$ cat src/rtl/load_align_unit.sv
// rtl/load_align_unit.sv - load alignment unit between the LSU and the data-memory bus
//
// Accepts one load at a time, issues one or two NB-aligned bus reads, extracts
// the addressed bytes and sign/zero-extends them before handing the result to
// writeback.
//
// Build option: LOAD_ALIGN_MISALIGN_EN
//   defined   - loads crossing a bus word are split into two bus beats
//   undefined - loads crossing a bus word skip the bus and return a fault
//
// Ports:
//   clk, rst_n                       clock, asynchronous active-low reset
//   req_valid/req_ready              load request handshake
//   req_addr, req_mem_op, req_rd     byte address, {ignored[1:0], signed, size[1:0]}, tag
//   bus_req_valid/bus_req_ready      bus read request handshake
//   bus_addr                         NB-aligned read address
//   bus_rsp_valid, bus_rsp_data      read response (little-endian)
//   wb_valid/wb_ready                writeback handshake
//   wb_data, wb_rd, misalign_fault   extended result, tag, split-load fault
module load_align_unit #(
    parameter int XLEN   = 32,
    parameter int ADDR_W = 32
) (
    input  logic              clk,
    input  logic              rst_n,
    input  logic              req_valid,
    output logic              req_ready,
    input  logic [ADDR_W-1:0] req_addr,
    input  logic [4:0]        req_mem_op,
    input  logic [4:0]        req_rd,
    output logic              bus_req_valid,
    input  logic              bus_req_ready,
    output logic [ADDR_W-1:0] bus_addr,
    input  logic              bus_rsp_valid,
    input  logic [XLEN-1:0]   bus_rsp_data,
    output logic              wb_valid,
    input  logic              wb_ready,
    output logic [XLEN-1:0]   wb_data,
    output logic [4:0]        wb_rd,
    output logic              misalign_fault
);
    localparam int NB = XLEN / 8;
    localparam int OW = $clog2(NB);
    localparam int SW = $clog2(2 * XLEN);

    typedef enum logic [2:0] {IDLE, REQ0, RSP0, REQ1, RSP1, WB} state_t;

    state_t            state, state_nxt;
    logic [OW-1:0]     off_r;
    logic [1:0]        size_r;
    logic              sgn_r;
    logic [4:0]        rd_r;
    logic              split_r;
    logic              illegal_r;
    logic [XLEN-1:0]   lo_r;

    logic [OW-1:0]     req_off;
    logic [1:0]        req_size;
    logic [4:0]        req_bytes;
    logic              req_illegal;
    logic              req_split;
    logic              accept;
    logic              unused_bits;

    logic [XLEN-1:0]   ext_lo, ext_hi;
    logic [2*XLEN-1:0] sh;
    logic [6:0]        nbits;
    logic [XLEN-1:0]   mask, field, ext_data;
    logic              sign;

    assign req_ready   = (state == IDLE);
    assign accept      = req_valid && req_ready;
    assign unused_bits = &{req_mem_op[4:3], 1'b0};

    assign req_off     = req_addr[OW-1:0];
    assign req_size    = req_mem_op[1:0];
    assign req_bytes   = 5'd1 << req_size;
    // A doubleword on a 32-bit bus is a single dummy beat returning zero.
    assign req_illegal = (XLEN == 32) && (req_size == 2'b11);
    assign req_split   = !req_illegal && ((5'(req_off) + req_bytes) > 5'(NB));

    always_ff @(posedge clk or negedge rst_n) begin
        if (!rst_n) state <= IDLE;
        else        state <= state_nxt;
    end

    always_comb begin
        state_nxt = state;
        case (state)
            IDLE: if (req_valid) begin
`ifdef LOAD_ALIGN_MISALIGN_EN
                state_nxt = REQ0;
`else
                state_nxt = req_split ? WB : REQ0;
`endif
            end
            REQ0: if (bus_req_ready) state_nxt = RSP0;
            RSP0: if (bus_rsp_valid) state_nxt = split_r ? REQ1 : WB;
            REQ1: if (bus_req_ready) state_nxt = RSP1;
            RSP1: if (bus_rsp_valid) state_nxt = WB;
            WB:   if (wb_ready)      state_nxt = IDLE;
            default:                 state_nxt = IDLE;
        endcase
    end

    // Extraction works straight off the incoming response beat so the result
    // can be registered on the same edge that ends the last read.
    always_comb begin
        ext_lo   = (state == RSP1) ? lo_r : bus_rsp_data;
        ext_hi   = (state == RSP1) ? bus_rsp_data : '0;
        sh       = {ext_hi, ext_lo} >> {off_r, 3'b000};
        nbits    = 7'd8 << size_r;
        mask     = ~({XLEN{1'b1}} << nbits);
        sign     = sh[SW'(nbits - 7'd1)];
        field    = sh[XLEN-1:0] & mask;
        ext_data = field;
        if (illegal_r)          ext_data = '0;
        else if (sgn_r && sign) ext_data = field | ~mask;
    end

    always_ff @(posedge clk or negedge rst_n) begin
        if (!rst_n) begin
            off_r          <= '0;
            size_r         <= '0;
            sgn_r          <= 1'b0;
            rd_r           <= '0;
            split_r        <= 1'b0;
            illegal_r      <= 1'b0;
            lo_r           <= '0;
            bus_req_valid  <= 1'b0;
            bus_addr       <= '0;
            wb_valid       <= 1'b0;
            wb_data        <= '0;
            wb_rd          <= '0;
            misalign_fault <= 1'b0;
        end else begin
            if (accept) begin
                off_r     <= req_off;
                size_r    <= req_size;
                sgn_r     <= req_mem_op[2];
                rd_r      <= req_rd;
                split_r   <= req_split;
                illegal_r <= req_illegal;
            end
            if (state == RSP0 && bus_rsp_valid)
                lo_r <= bus_rsp_data;

            bus_req_valid <= (state_nxt == REQ0) || (state_nxt == REQ1);
            if (state == IDLE && state_nxt == REQ0)
                bus_addr <= {req_addr[ADDR_W-1:OW], {OW{1'b0}}};
            else if (state == RSP0 && state_nxt == REQ1)
                bus_addr <= bus_addr + ADDR_W'(NB);

            wb_valid <= (state_nxt == WB);
            if (state != WB && state_nxt == WB) begin
                if (state == IDLE) begin
                    // Split load with splitting disabled: fault without a bus access.
                    wb_data        <= '0;
                    wb_rd          <= req_rd;
                    misalign_fault <= 1'b1;
                end else begin
                    wb_data        <= ext_data;
                    wb_rd          <= rd_r;
                    misalign_fault <= 1'b0;
                end
            end
        end
    end
endmodule

$ cat config.mk
export PLATFORM = sky130hd
export DESIGN_NAME = load_align_unit
export DESIGN_NICKNAME = d
export VERILOG_FILES = /design/src/rtl/load_align_unit.sv
export SDC_FILE = /design/constraint.sdc
export NUM_CORES = 1
export LEC_CHECK = 0
export CAP_MARGIN = 5
export CORE_MARGIN = 4
export CORE_UTILIZATION = 30
export CTS_CLUSTER_SIZE = 10
export DETAILED_ROUTE_END_ITERATION = 8
export MAX_ROUTING_LAYER = met4
export PLACE_DENSITY = 0.57
export SYNTH_ARGS = -nofsm -noshare
export SYNTH_HDL_FRONTEND = slang
export SYNTH_SLANG_ARGS = --single-unit
$ cat constraint.sdc
create_clock -name clk -period 2.67 [get_ports clk]
set_input_delay 0.267 -clock clk [delete_from_list [all_inputs] [get_ports clk]]
set_output_delay 0.267 -clock clk [all_outputs]
set_load 0.02 [all_outputs]
---- Word level (Yosys, flattened, before mapping) ----
Cells that the tools add are included.
word-level totals
  register bits after elaboration ......... 119
  bits of input ports ..................... 80
  word-level logic and storage cells ...... 68
cells by class
  add/subtract/negate cells ............... 3
  magnitude comparators ................... 2
  eq/ne operators ......................... 10
  shift operators ......................... 4
  muxes and demuxes ....................... 20
  bitwise gates (word level) .............. 4
  reductions and logical operators ........ 11
operator list
  operator                 number
  $mux W32                 7
  $not A32 Y32             2
  $shr A64 B5 Y64          1
  $add A32 B3 Y32 const B  1
  $and A32 B32 Y32         1
  $or A32 B32 Y32          1
  $shl A32 B7 Y32 const A  1
  $mux W3                  8
  $pmux W3 S6              1
  $eq A3 B2 Y1 const B     3
  $eq A3 B3 Y1 const B     3
  $logic_and A1 B1 Y1      7
  $lt A6 B7 Y1 const B     1
  $shl A4 B2 Y7 const A    1
  $bmux W1 S6              1
  $eq A3 B1 Y1 const B     2
  $sub A6 B1 Y6 const B    1
  $add A2 B5 Y5            1
  $gt A5 B3 Y1 const B     1
  $mux W5                  1
  $shl A1 B2 Y5 const A    1
  $logic_not A3 Y1         1
  $ne A3 B3 Y1 const B     1
  $eq A2 B2 Y1 const B     1
  4 further kinds          5

---- Longest topological paths before layout ----
Gate-level depths: netlist (run 1).
  depth in word-level cells ............... 11
  depth in mapped cells ................... 10

---- Least setup slack after synthesis (run 1) ----
Ideal clock, no wire load.
  kind .................................... reg-to-reg
  start point ............................. register state[0]
  end point ............................... register bus_addr[23]
  library setup time ...................... 0.082 ns
  arrival ................................. 2.360 ns
  required time ........................... 2.588 ns
  slack ................................... 0.228 ns
  stages on the path, launching flop included .. 9
  clock period less this slack ............ 2.442 ns
  path through ............................ dfrtp_1 > or3b_4 > or2_0 > buf_2 > or4_1 > buf_2 > buf_6 > or3_1 > a31oi_1
between the ends
  longest elaborated chain between the ends .. 5
  elaborated cells between the ends (all ways) .. 19
  classes of those cells .................. eq/ne: 7; mux: 8; reduce/logical: 4
RTL lines
  item                                            line      text
  from (decl)                                     48        state_t state, state_nxt;
  from (signal assigned)                          84        else state <= state_nxt;
  $eq A3 B3 Y1 (tied with other cells)            89        case (state)
  $pmux W3 S6                                     89
  $eq A3 B1 Y1 or $eq A3 B2 Y1 (tied branches)    149, 151
  $logic_and A1 B1 Y1 (on tied branches)          149, 151
  $mux W32 or $reduce_bool A2 Y1 (tied branches)  --
  to (signal assigned)                            150       bus_addr <= {req_addr[ADDR_W-1:OW], {OW{1'b0}}};
  to (signal assigned)                            152       bus_addr <= bus_addr + ADDR_W'(NB);
  to (decl)                                       33        output logic [ADDR_W-1:0] bus_addr,
Several ways; a longest one is shown, not always the timed one.
A chain may end at the register's enable or synchronous reset.

---- Worst setup path after layout (run 1) ----
  start point ............................. register state[0]
  end point ............................... register bus_addr[29]
Same word-level chain as after synthesis.

==> flow_summary.yaml, run 1 <==
sta:
  grt_setup_unrepaired: "false"
  fin_skew_ns: 0.00950
  fin_crit_sh_pct: 94.7
  finalCriticalPeriod_ns: 2.53
  max_freq_mhz: 396
  hold_ws_ns: 0.413
  hold_viol: 0
  maxSlewViolCount: 0
  tightest_slew_ns: 0.767
  worst_slack_ns: 0.143
  slew_headroom_pct: 48.5
  setup_viol: 0
worst_setup_path:
  cp_data_arrival_time_ns: 2.87
  r2r_slack_ns: 0.14
  worst-setup-path-type: "flip-flop to flip-flop"
  worstPathRequired_ns: 3.01
  endpoint_kind: "flip-flop"
  start_kind: "flip-flop"
  critPathMaxFanout: 17
layout:
  mostFrequentLayoutCell: "clkdlybuf4s50_1"
  final_core_util_pct: 42.6
  fill_cells: 2215
  drive_above_1_share_pct: 17.7
  final_cell_mix: "clkdlybuf4s50_1, dfrtp_1, nand2_1"
  finalNetCount: 926
  stdcell_area_sq_um: 9610
  stdcell_count: 1142
  syn2layout_area_growth_pct: 39.7
clock_network:
  cts_tree: "yes"
  cts_root_buf: "clkbuf_16"
  clockBufferDepth: 2
  numCtsBuffers: 17
  cts_sinks: 117
  clock_latency_ns: 0.42
  h-tree-depth: 4
  clkSlewWorstSetupHoldPaths_ns: 0.06
floorplan:
  dieArea_sq_um: 25400
  die_x_um: 159
  core_sq_um: 22600
  start_util_pct: 30.5
  core.rowCount: 55
  io_pins: 153
  die-height_um: 159
placement:
  post-place-ws_ns: -0.350
  gp_congestion: 0.775
  dpl.hpwl_mm: 15.2
  io_buffer_count: 148
  dp.cells: 1105
  dpl_cell_area_sq_um: 8970
synthesis:
  yosys-top-cells-area: "dfrtp_1, mux2i_1, mux2_2, mux4_2, nand2_1"
  async_reset_ff_share_pct: 100
  ys_types: 62
  synth_flop_cell: "dfrtp_1"
  ys_seq_area_share_pct: 42.6
  netlist_instances: 674
  syn_area_sq_um: 6880
  synth_warnings: 0
  ys_ff_latch: 117
  syn_avg_cell_area_sq_um: 10.2
  yosysTopAreaCell: "dfrtp_1"
  synth-edff-count: 0
  synth_top_area_share_pct: 42.6
global_routing:
  grt_use_total_pct: 17.1
  grt_pass1_vias: 6175
  grt_overflow: 0
  antenna_found_initial: 2
  grt_pass1_wl_mm: 34.0
  grt_max_degree: 65
power:
  pwr-share-comb_pct: 53.0
  p_leak_nw: 3.76
  powerDensity_nw_per_um2: 1280
  ir_drop_mv: 0.520
  p_sw_mw: 5.06
  power.share.clock_pct: 18.7
  seqPwrFrac_pct: 28.3
  p_sw_share_pct: 41.1
  intPower_mw: 7.25
route:
  vias: 6045
  wl_mm: 21.2
  remaining_drc_errors: 0
  drt-vias-per-instance: 5.29
  drtIter0Drc: 274
  drt_first_pass_iters: 4
  wl_per_cell_um: 18.6
  drtAntennaViolNets: 0
run:
  maxCapViolCount: 0
worst_hold_path:
  hp-class: "input port to flip-flop"
run_status:
  outcome: "finished, final reports clean"
## final cells by class
type	instances	area [sq um]	area share, %
Multi-Input combinational cell	484	3700	38.5
Sequential cell	117	2930	30.5
Timing Repair Buffer	198	1930	20.1
Clock buffer	21	470	4.90
Tap cell	285	357	3.71
Clock inverter	11	125	1.30
Inverter	24	90.1	0.938
Antenna cell	2	5.00	0.0521
## worst paths after layout
check,from,to,cells after the start
setup / recovery,state[0]$_DFF_PN0_,bus_addr[29]$_DFFE_PN0P_,6
hold / removal,req_rd[3],rd_r[3]$_DFFE_PN0P_,3
setup reg to reg,state[0]$_DFF_PN0_,bus_addr[29]$_DFFE_PN0P_,6
hold reg to reg,rd_r[4]$_DFFE_PN0P_,rd_r[4]$_DFFE_PN0P_,2
max in group asynchronous,rst_n,wb_data[17]$_DFFE_PN0P_,3
min in group asynchronous,rst_n,rd_r[0]$_DFFE_PN0P_,2
## cells by family (layout without fill, tap and decap cells)
| group | count (synthesis) | after routing | synth area share, % |
|---|---|---|---|
| buffers and inverters | 74 | 254 | 4.59 |
| AOI/OAI and AO/OA | 150 | 150 | 15.4 |
| DFF | 117 | 117 | 42.6 |
| and+or+nand+nor | 205 | 205 | 15.3 |
| xor gates and xnor gates | 20 | 20 | 2.55 |
| adders and majority gates | 4 | 4 | 0.837 |
| muxes | 103 | 103 | 18.6 |
| other | 1 | 4 | 0.0545 |
## worst max-delay path: stages (launching register included)
cell	delay, ns
dfrtp_1	0.45
or3b_4	0.46
or2_0	0.23
or4_1	0.52
buf_4	0.21
or4_1	0.41
a31oi_1	0.17
## flip-flops by register name, summed over array words and instances (netlist names)
name / cells
misalign_fault: 1
rd_r: 5
illegal_r: 1
wb_data: 32
split_r: 1
wb_valid: 1
size_r: 2
wb_rd: 5
bus_addr: 30
bus_req_valid: 1
state: 3
off_r: 2
lo_r: 32
sgn_r: 1
## metrics by stage
stage / setup TNS, ns / power, mW
floorplan: 0 / 7.22
global placement: -3.86 / 9.91
detailed placement: -8.46 / 9.97
CTS: 0 / 12.3
global route: 0 / 13.1
finish: 0 / 12.3
## repair_timing
action | CTS | global route
setup endpoints to repair | 0 | 13
buffers inserted | 0 | 2
hold buffers | 1 | 0
endpoints found under the hold margin | 42 | 0
gates resized for setup | 0 | 4
## power by group through the flow
stage | clock (mW) | sequential [mW] | combinational (mW)
6_report | 2.30 | 3.48 | 6.52
5_1_grt | 2.44 | 3.61 | 7.04
3_3_place_gp | 0 | 3.48 | 6.44
4_1_cts | 2.35 | 3.47 | 6.52
3_5_place_dp | 0 | 3.48 | 6.49
2_1_floorplan | 0 | 3.85 | 3.37
## cell usage after synthesis (4+ instances only)
library cell  instances
clkbuf_1             24
nand4_1               9
xnor2_1              11
mux4_2               16
a221oi_1              7
o2bb2ai_1            24
or4_1                 8
a31oi_1              10
or3_1                 6
nor2_1               38
and4_1                5
mux2_2               40
o21ai_0              23
nor4_1                4
inv_1                23
a21oi_1              31
nor3_1               14
mux2i_1              47
buf_2                15
xor2_1                9
o22ai_1               7
dfrtp_1             117
nand3_1              26
o221ai_1             14
nand2_1              62
and3_1                9
o32ai_1              11
buf_1                 7
## layer usage
metal / track usage [%] / routed length (um)
met5: - / 0
met4: 4.30 / 191
met1: 21.9 / 9690
met3: 4.79 / 1380
met2: 27.0 / 9940
(Power assumes the default switching activity.)
==> inputs of run 2 (changes only) <==
--- a/config.mk
+++ b/config.mk
@@ -8,8 +8,10 @@
 export CAP_MARGIN = 5
 export CORE_MARGIN = 4
 export CORE_UTILIZATION = 30
+export CTS_CLUSTER_DIAMETER = 100
 export CTS_CLUSTER_SIZE = 10
 export DETAILED_ROUTE_END_ITERATION = 8
+export GPL_TIMING_DRIVEN = 0
 export MAX_ROUTING_LAYER = met4
 export PLACE_DENSITY = 0.57
 export SYNTH_ARGS = -nofsm -noshare
==> flow_summary.yaml, run 2 (same netlist as run 1, synthesis figures left out) <==
global_routing:
  grt_use_met3_pct: 5.51
  antenna_found_initial: 2
  grt_max_degree: 63
  grt-busiest-layer: "met2"
  grt_overflow: 0
  grt_use_total_pct: 18.6
  grt_pass1_vias: 6269
  grt_pass1_wl_mm: 36.3
  met1_usage_pct: 24.0
  gr-usage-met2_pct: 28.7
worst_setup_path:
  worst-setup-path-type: "flip-flop to flip-flop"
  r2r-start: "state[0]$_DFF_PN0_"
  path_delay_family: "simple AND/OR/NAND/NOR gates"
  critPathMaxFanout: 10
  slowest_delay_ns: 0.55
  r2r-end: "bus_addr[23]$_DFFE_PN0P_"
  path_buf_inv: 4
  reg2reg_depth: 9
  cp_slowest_cell: "or4_4"
  r2r_slack_ns: 0.07
  worstPathRequired_ns: 3.01
  endpoint_kind: "flip-flop"
  start_kind: "flip-flop"
  cp_data_arrival_time_ns: 2.94
  path_cells: "buf_4 -> nor4bb_1 -> buf_4 -> a211oi_4 -> or4_4 -> buf_6 -> buf_6 -> or3_1 -> a31oi_1"
power:
  p_leak_nw: 3.79
  powerDensity_nw_per_um2: 1300
  ir_drop_mv: 0.594
layout:
  reg_top3: "lo_r: 32 flops, wb_data: 32 flops, bus_addr: 30 flops"
  syn2layout_area_growth_pct: 40.7
  fill_cells: 2210
  drive_above_1_share_pct: 18.3
  multi_input_area_sq_um: 3800
  regArea_sq_um: 2930
  mostFrequentLayoutCell: "clkdlybuf4s50_1"
  finalNetCount: 940
  final_cell_mix: "clkdlybuf4s50_1, dfrtp_1, nand2_1"
clock_network:
  h-tree-depth: 4
  cts_root_buf: "clkbuf_16"
  clock_latency_ns: 0.42
  clockBufferDepth: 2
  clkSlewWorstSetupHoldPaths_ns: 0.06
  cts_tree: "yes"
  numCtsBuffers: 17
  cts_sinks: 117
floorplan:
  io_pins: 153
  core.rowCount: 55
  dieArea_sq_um: 25400
  die_x_um: 159
  start_util_pct: 30.5
  core_sq_um: 22600
  die-height_um: 159
sta:
  max_freq_mhz: 385
  finalCriticalPeriod_ns: 2.60
  hold_viol: 0
  maxSlewViolCount: 0
  tightest_slew_ns: 0.824
  tns_ns: 0
  slew_headroom_pct: 45.1
  hold_ws_ns: 0.170
  fin_crit_sh_pct: 97.3
  setup_viol: 0
  fin_skew_ns: 0.00880
route:
  wl_mm: 23.2
  wl_per_cell_um: 20.0
  drtAntennaViolNets: 0
  drt_first_pass_iters: 5
  remaining_drc_errors: 0
  drt-vias-per-instance: 5.44
  vias: 6286
  drtIter0Drc: 424
worst_hold_path:
  hp-class: "input port to flip-flop"
  hold_path_startpoint: "req_mem_op[0]"
  min_path_cells: 3
  hold_path_end: "size_r[0]$_DFFE_PN0P_"
placement:
  gp_congestion: 0.854
  io_buffer_count: 148
  dpl.hpwl_mm: 16.6
run:
  maxCapViolCount: 0
run_status:
  outcome: "finished, final reports clean"
[run 2: cell count changes in the layout (fill, tap and decap cells not counted), sizes merged]
cell           change
clkbuf            +26
buf               -12
clkinvlp           -3
clkdlybuf4s50      -2
clkinv             +2
dlymetal6s2s       +2
bufinv             +1
inv                -1
[run 2: worst reg2reg max path, cell delays in order, from the launching register on]
cell      delay [ns]
dfrtp_2         0.41
buf_4           0.15
nor4bb_1        0.36
buf_4           0.21
a211oi_4        0.08
or4_4           0.55
buf_6           0.15
buf_6           0.14
or3_1           0.31
a31oi_1         0.16
[run 2: cell type report]
class                      count  area share (%)
sequential                   117            30.3
antenna                        2          0.0517
buffer                        50            2.98
timing repair buffer         162            16.7
inverter                      24           0.931
multi-input combinational    484            39.3
clock inverter                10            1.35
tap                          285            3.69
clock buffer                  21            4.76
[run 2: repair_timing]
| action | CTS | global route |
|---|---|---|
| setup endpoints to repair | 69 | 65 |
| setup buffers | 2 | 10 |
| hold endpoints to repair | 55 | 0 |
| pin swaps | 2 | 5 |
| hold buffers | 1 | 0 |
| resized for setup | 30 | 43 |
| cloned | 0 | 0 |
[run 2: stage by stage]
stage / instance area, sq um / power, mW / worst slack, ns / cells / util (%)
after floorplan: 6880 / 7.22 / 0.228 / 675 / -
after global placement: 8720 / 9.71 / -3.71 / 1108 / 38.6
after detailed placement: 8750 / 9.76 / -1.03 / 1109 / 38.7
after CTS: 9490 / 12.4 / -0.0633 / 1143 / 42.0
after global routing: 9670 / 13.3 / -0.0135 / 1155 / 42.9
final: 9670 / 12.5 / 0.0731 / 1155 / 42.9
[run 2: worst max path at each step]
stage,startpoint,end,slack [ns],cells past startpoint
after floorplan,state[0]$_DFF_PN0_,bus_addr[23]$_DFFE_PN0P_,0.23,8
after global placement,rst_n,bus_addr[2]$_DFFE_PN0P_,-3.71,1
after detailed placement,bus_rsp_valid,wb_data[31]$_DFFE_PN0P_,-1.03,8
after CTS,state[0]$_DFF_PN0_,req_ready,-0.06,3
after global routing,state[2]$_DFF_PN0_,bus_addr[23]$_DFFE_PN0P_,-0.01,8
final,state[0]$_DFF_PN0_,bus_addr[23]$_DFFE_PN0P_,0.07,9
[run 2: power breakdown]
part           switching (mW)  internal, mW  leakage [nW]
Clock                   0.834          1.50         0.288
Combinational            3.75          3.07          2.08
Sequential              0.730          2.66          1.42
Total                    5.31          7.23          3.79
[run 2: layer usage]
metal	part of all wire, %	routed length (um)
met2	47	10800
met5	0	0
met1	45	10400
met4	1.7	394
met3	6.6	1520
==> inputs of run 3 (changes only) <==
--- a/config.mk
+++ b/config.mk
@@ -6,7 +6,6 @@
 export NUM_CORES = 1
 export LEC_CHECK = 0
 export CAP_MARGIN = 5
-export CORE_MARGIN = 4
 export CORE_UTILIZATION = 30
 export CTS_CLUSTER_DIAMETER = 100
 export CTS_CLUSTER_SIZE = 10
==> flow_summary.yaml, run 3 (same netlist as run 1, synthesis figures left out) <==
clock_network:
  clockBufferDepth: 2
  cts_root_buf: "clkbuf_16"
  clock_latency_ns: 0.43
  numCtsBuffers: 17
  clkSlewWorstSetupHoldPaths_ns: 0.07
  h-tree-depth: 4
  cts_sinks: 117
  cts_tree: "yes"
run_status:
  outcome: "finished, final reports clean"
layout:
  mostFrequentLayoutCell: "clkdlybuf4s50_1"
  final_cell_mix: "clkdlybuf4s50_1, dfrtp_1, nand2_1"
  syn2layout_area_growth_pct: 39.3
  final_core_util_pct: 42.4
  finalNetCount: 933
  stdcell_area_sq_um: 9580
  fill_cells: 2195
  drive_above_1_share_pct: 17.7
  reg_top3: "lo_r: 32 flops, wb_data: 32 flops, bus_addr: 30 flops"
  stdcell_count: 1149
floorplan:
  start_util_pct: 30.5
  dieArea_sq_um: 23500
  core_sq_um: 22600
  io_pins: 153
  core.rowCount: 55
  die_x_um: 153
  die-height_um: 153
global_routing:
  grt_use_total_pct: 20.1
  grt_overflow: 0
  grt_pass1_vias: 6164
  grt_max_degree: 87
  grt_pass1_wl_mm: 35.1
  antenna_found_initial: 2
worst_setup_path:
  critPathMaxFanout: 10
  worst-setup-path-type: "flip-flop to flip-flop"
  start_kind: "flip-flop"
  cp_data_arrival_time_ns: 2.97
  endpoint_kind: "flip-flop"
  worstPathRequired_ns: 3.02
sta:
  max_freq_mhz: 382
  finalCriticalPeriod_ns: 2.62
  hold_viol: 0
  grt_setup_unrepaired: "true"
  slew_headroom_pct: 42.6
  fin_crit_sh_pct: 98.0
  tightest_slew_ns: 0.862
  hold_ws_ns: 0.302
  worst_slack_ns: 0.0529
  setup_viol: 0
  tns_ns: 0
  maxSlewViolCount: 0
  fin_skew_ns: 0.0135
placement:
  gp_congestion: 0.882
  io_buffer_count: 148
  dpl_cell_area_sq_um: 8750
  dp.cells: 1109
  post-place-ws_ns: -0.972
  dpl.hpwl_mm: 16.1
route:
  drt-vias-per-instance: 5.40
  remaining_drc_errors: 0
  drtIter0Drc: 341
  drt_first_pass_iters: 5
  drtAntennaViolNets: 0
  wl_mm: 22.4
  wl_per_cell_um: 19.5
  vias: 6204
power:
  powerDensity_nw_per_um2: 1290
  power_mw: 12.3
  ir_drop_mv: 0.581
  p_leak_nw: 3.73
run:
  maxCapViolCount: 0
worst_hold_path:
  hp-class: "input port to asynchronous set/reset pin"
run 3: changes by cell type in the layout (fill, tap and decap cells not counted), moves of 3 or more:
cell,previous run,this run
inv_6,0,4
buf_4,17,14
clkinv_4,0,3
clkinv_2,5,2
buf_6,6,3
run 3: critical path, cell delays in order, from the launching register on:
cell and delay (ns):
dfrtp_1 0.41, or3b_4 0.45, or2_0 0.22, buf_4 0.16, or4_4 0.53, buf_6 0.15
buf_6 0.14, or3_1 0.31, a31oi_1 0.18
run 3: layout make-up:
cell class | instances | area (sq um) | share of cell area (%)
buffer | 49 | 280 | 2.93
tap | 285 | 357 | 3.72
clock inverter | 13 | 124 | 1.29
antenna | 2 | 5.00 | 0.0523
clock buffer | 19 | 453 | 4.73
sequential | 117 | 2930 | 30.6
multi-input combinational | 484 | 3770 | 39.4
inverter | 24 | 90.1 | 0.941
timing repair buffer | 156 | 1570 | 16.3
run 3: layer usage:
metal	wire length [um]	global-route usage, %	vias to the layer above
met5	0	-	-
met4	492	7.95	0
met3	1500	4.73	36
met2	10400	30.6	245
met1	10100	25.6	3025
li1	-	-	2898
run 3: final timing paths:
path | from | end | depth (start not counted) | slack [ns]
worst max-delay path | state[0]$_DFF_PN0_ | bus_addr[23]$_DFFE_PN0P_ | 8 | 0.05
worst min register to register | rd_r[1]$_DFFE_PN0P_ | rd_r[1]$_DFFE_PN0P_ | 2 | 0.48
min in group clk | req_addr[21] | bus_addr[21]$_DFFE_PN0P_ | 3 | 0.41
worst max register to register | state[0]$_DFF_PN0_ | bus_addr[23]$_DFFE_PN0P_ | 8 | 0.05
max in group asynchronous | rst_n | wb_data[0]$_DFFE_PN0P_ | 3 | 1.64
worst min-delay path | rst_n | lo_r[29]$_DFFE_PN0P_ | 2 | 0.30
run 3: timing repair:
item / in CTS / in global routing
gates cloned: 0 / 0
hold buffers: 1 / 0
pin swaps: 1 / 2
buffers inserted: 3 / 3
hold endpoints to repair: 31 / 0
gates resized for setup: 32 / 32
endpoints found under the setup margin: 69 / 63
run 3: power by group:
part	internal [mW]	switching (mW)	total, mW
clock	1.34	0.904	2.24
sequential	2.66	0.734	3.39
combinational	3.01	3.67	6.68
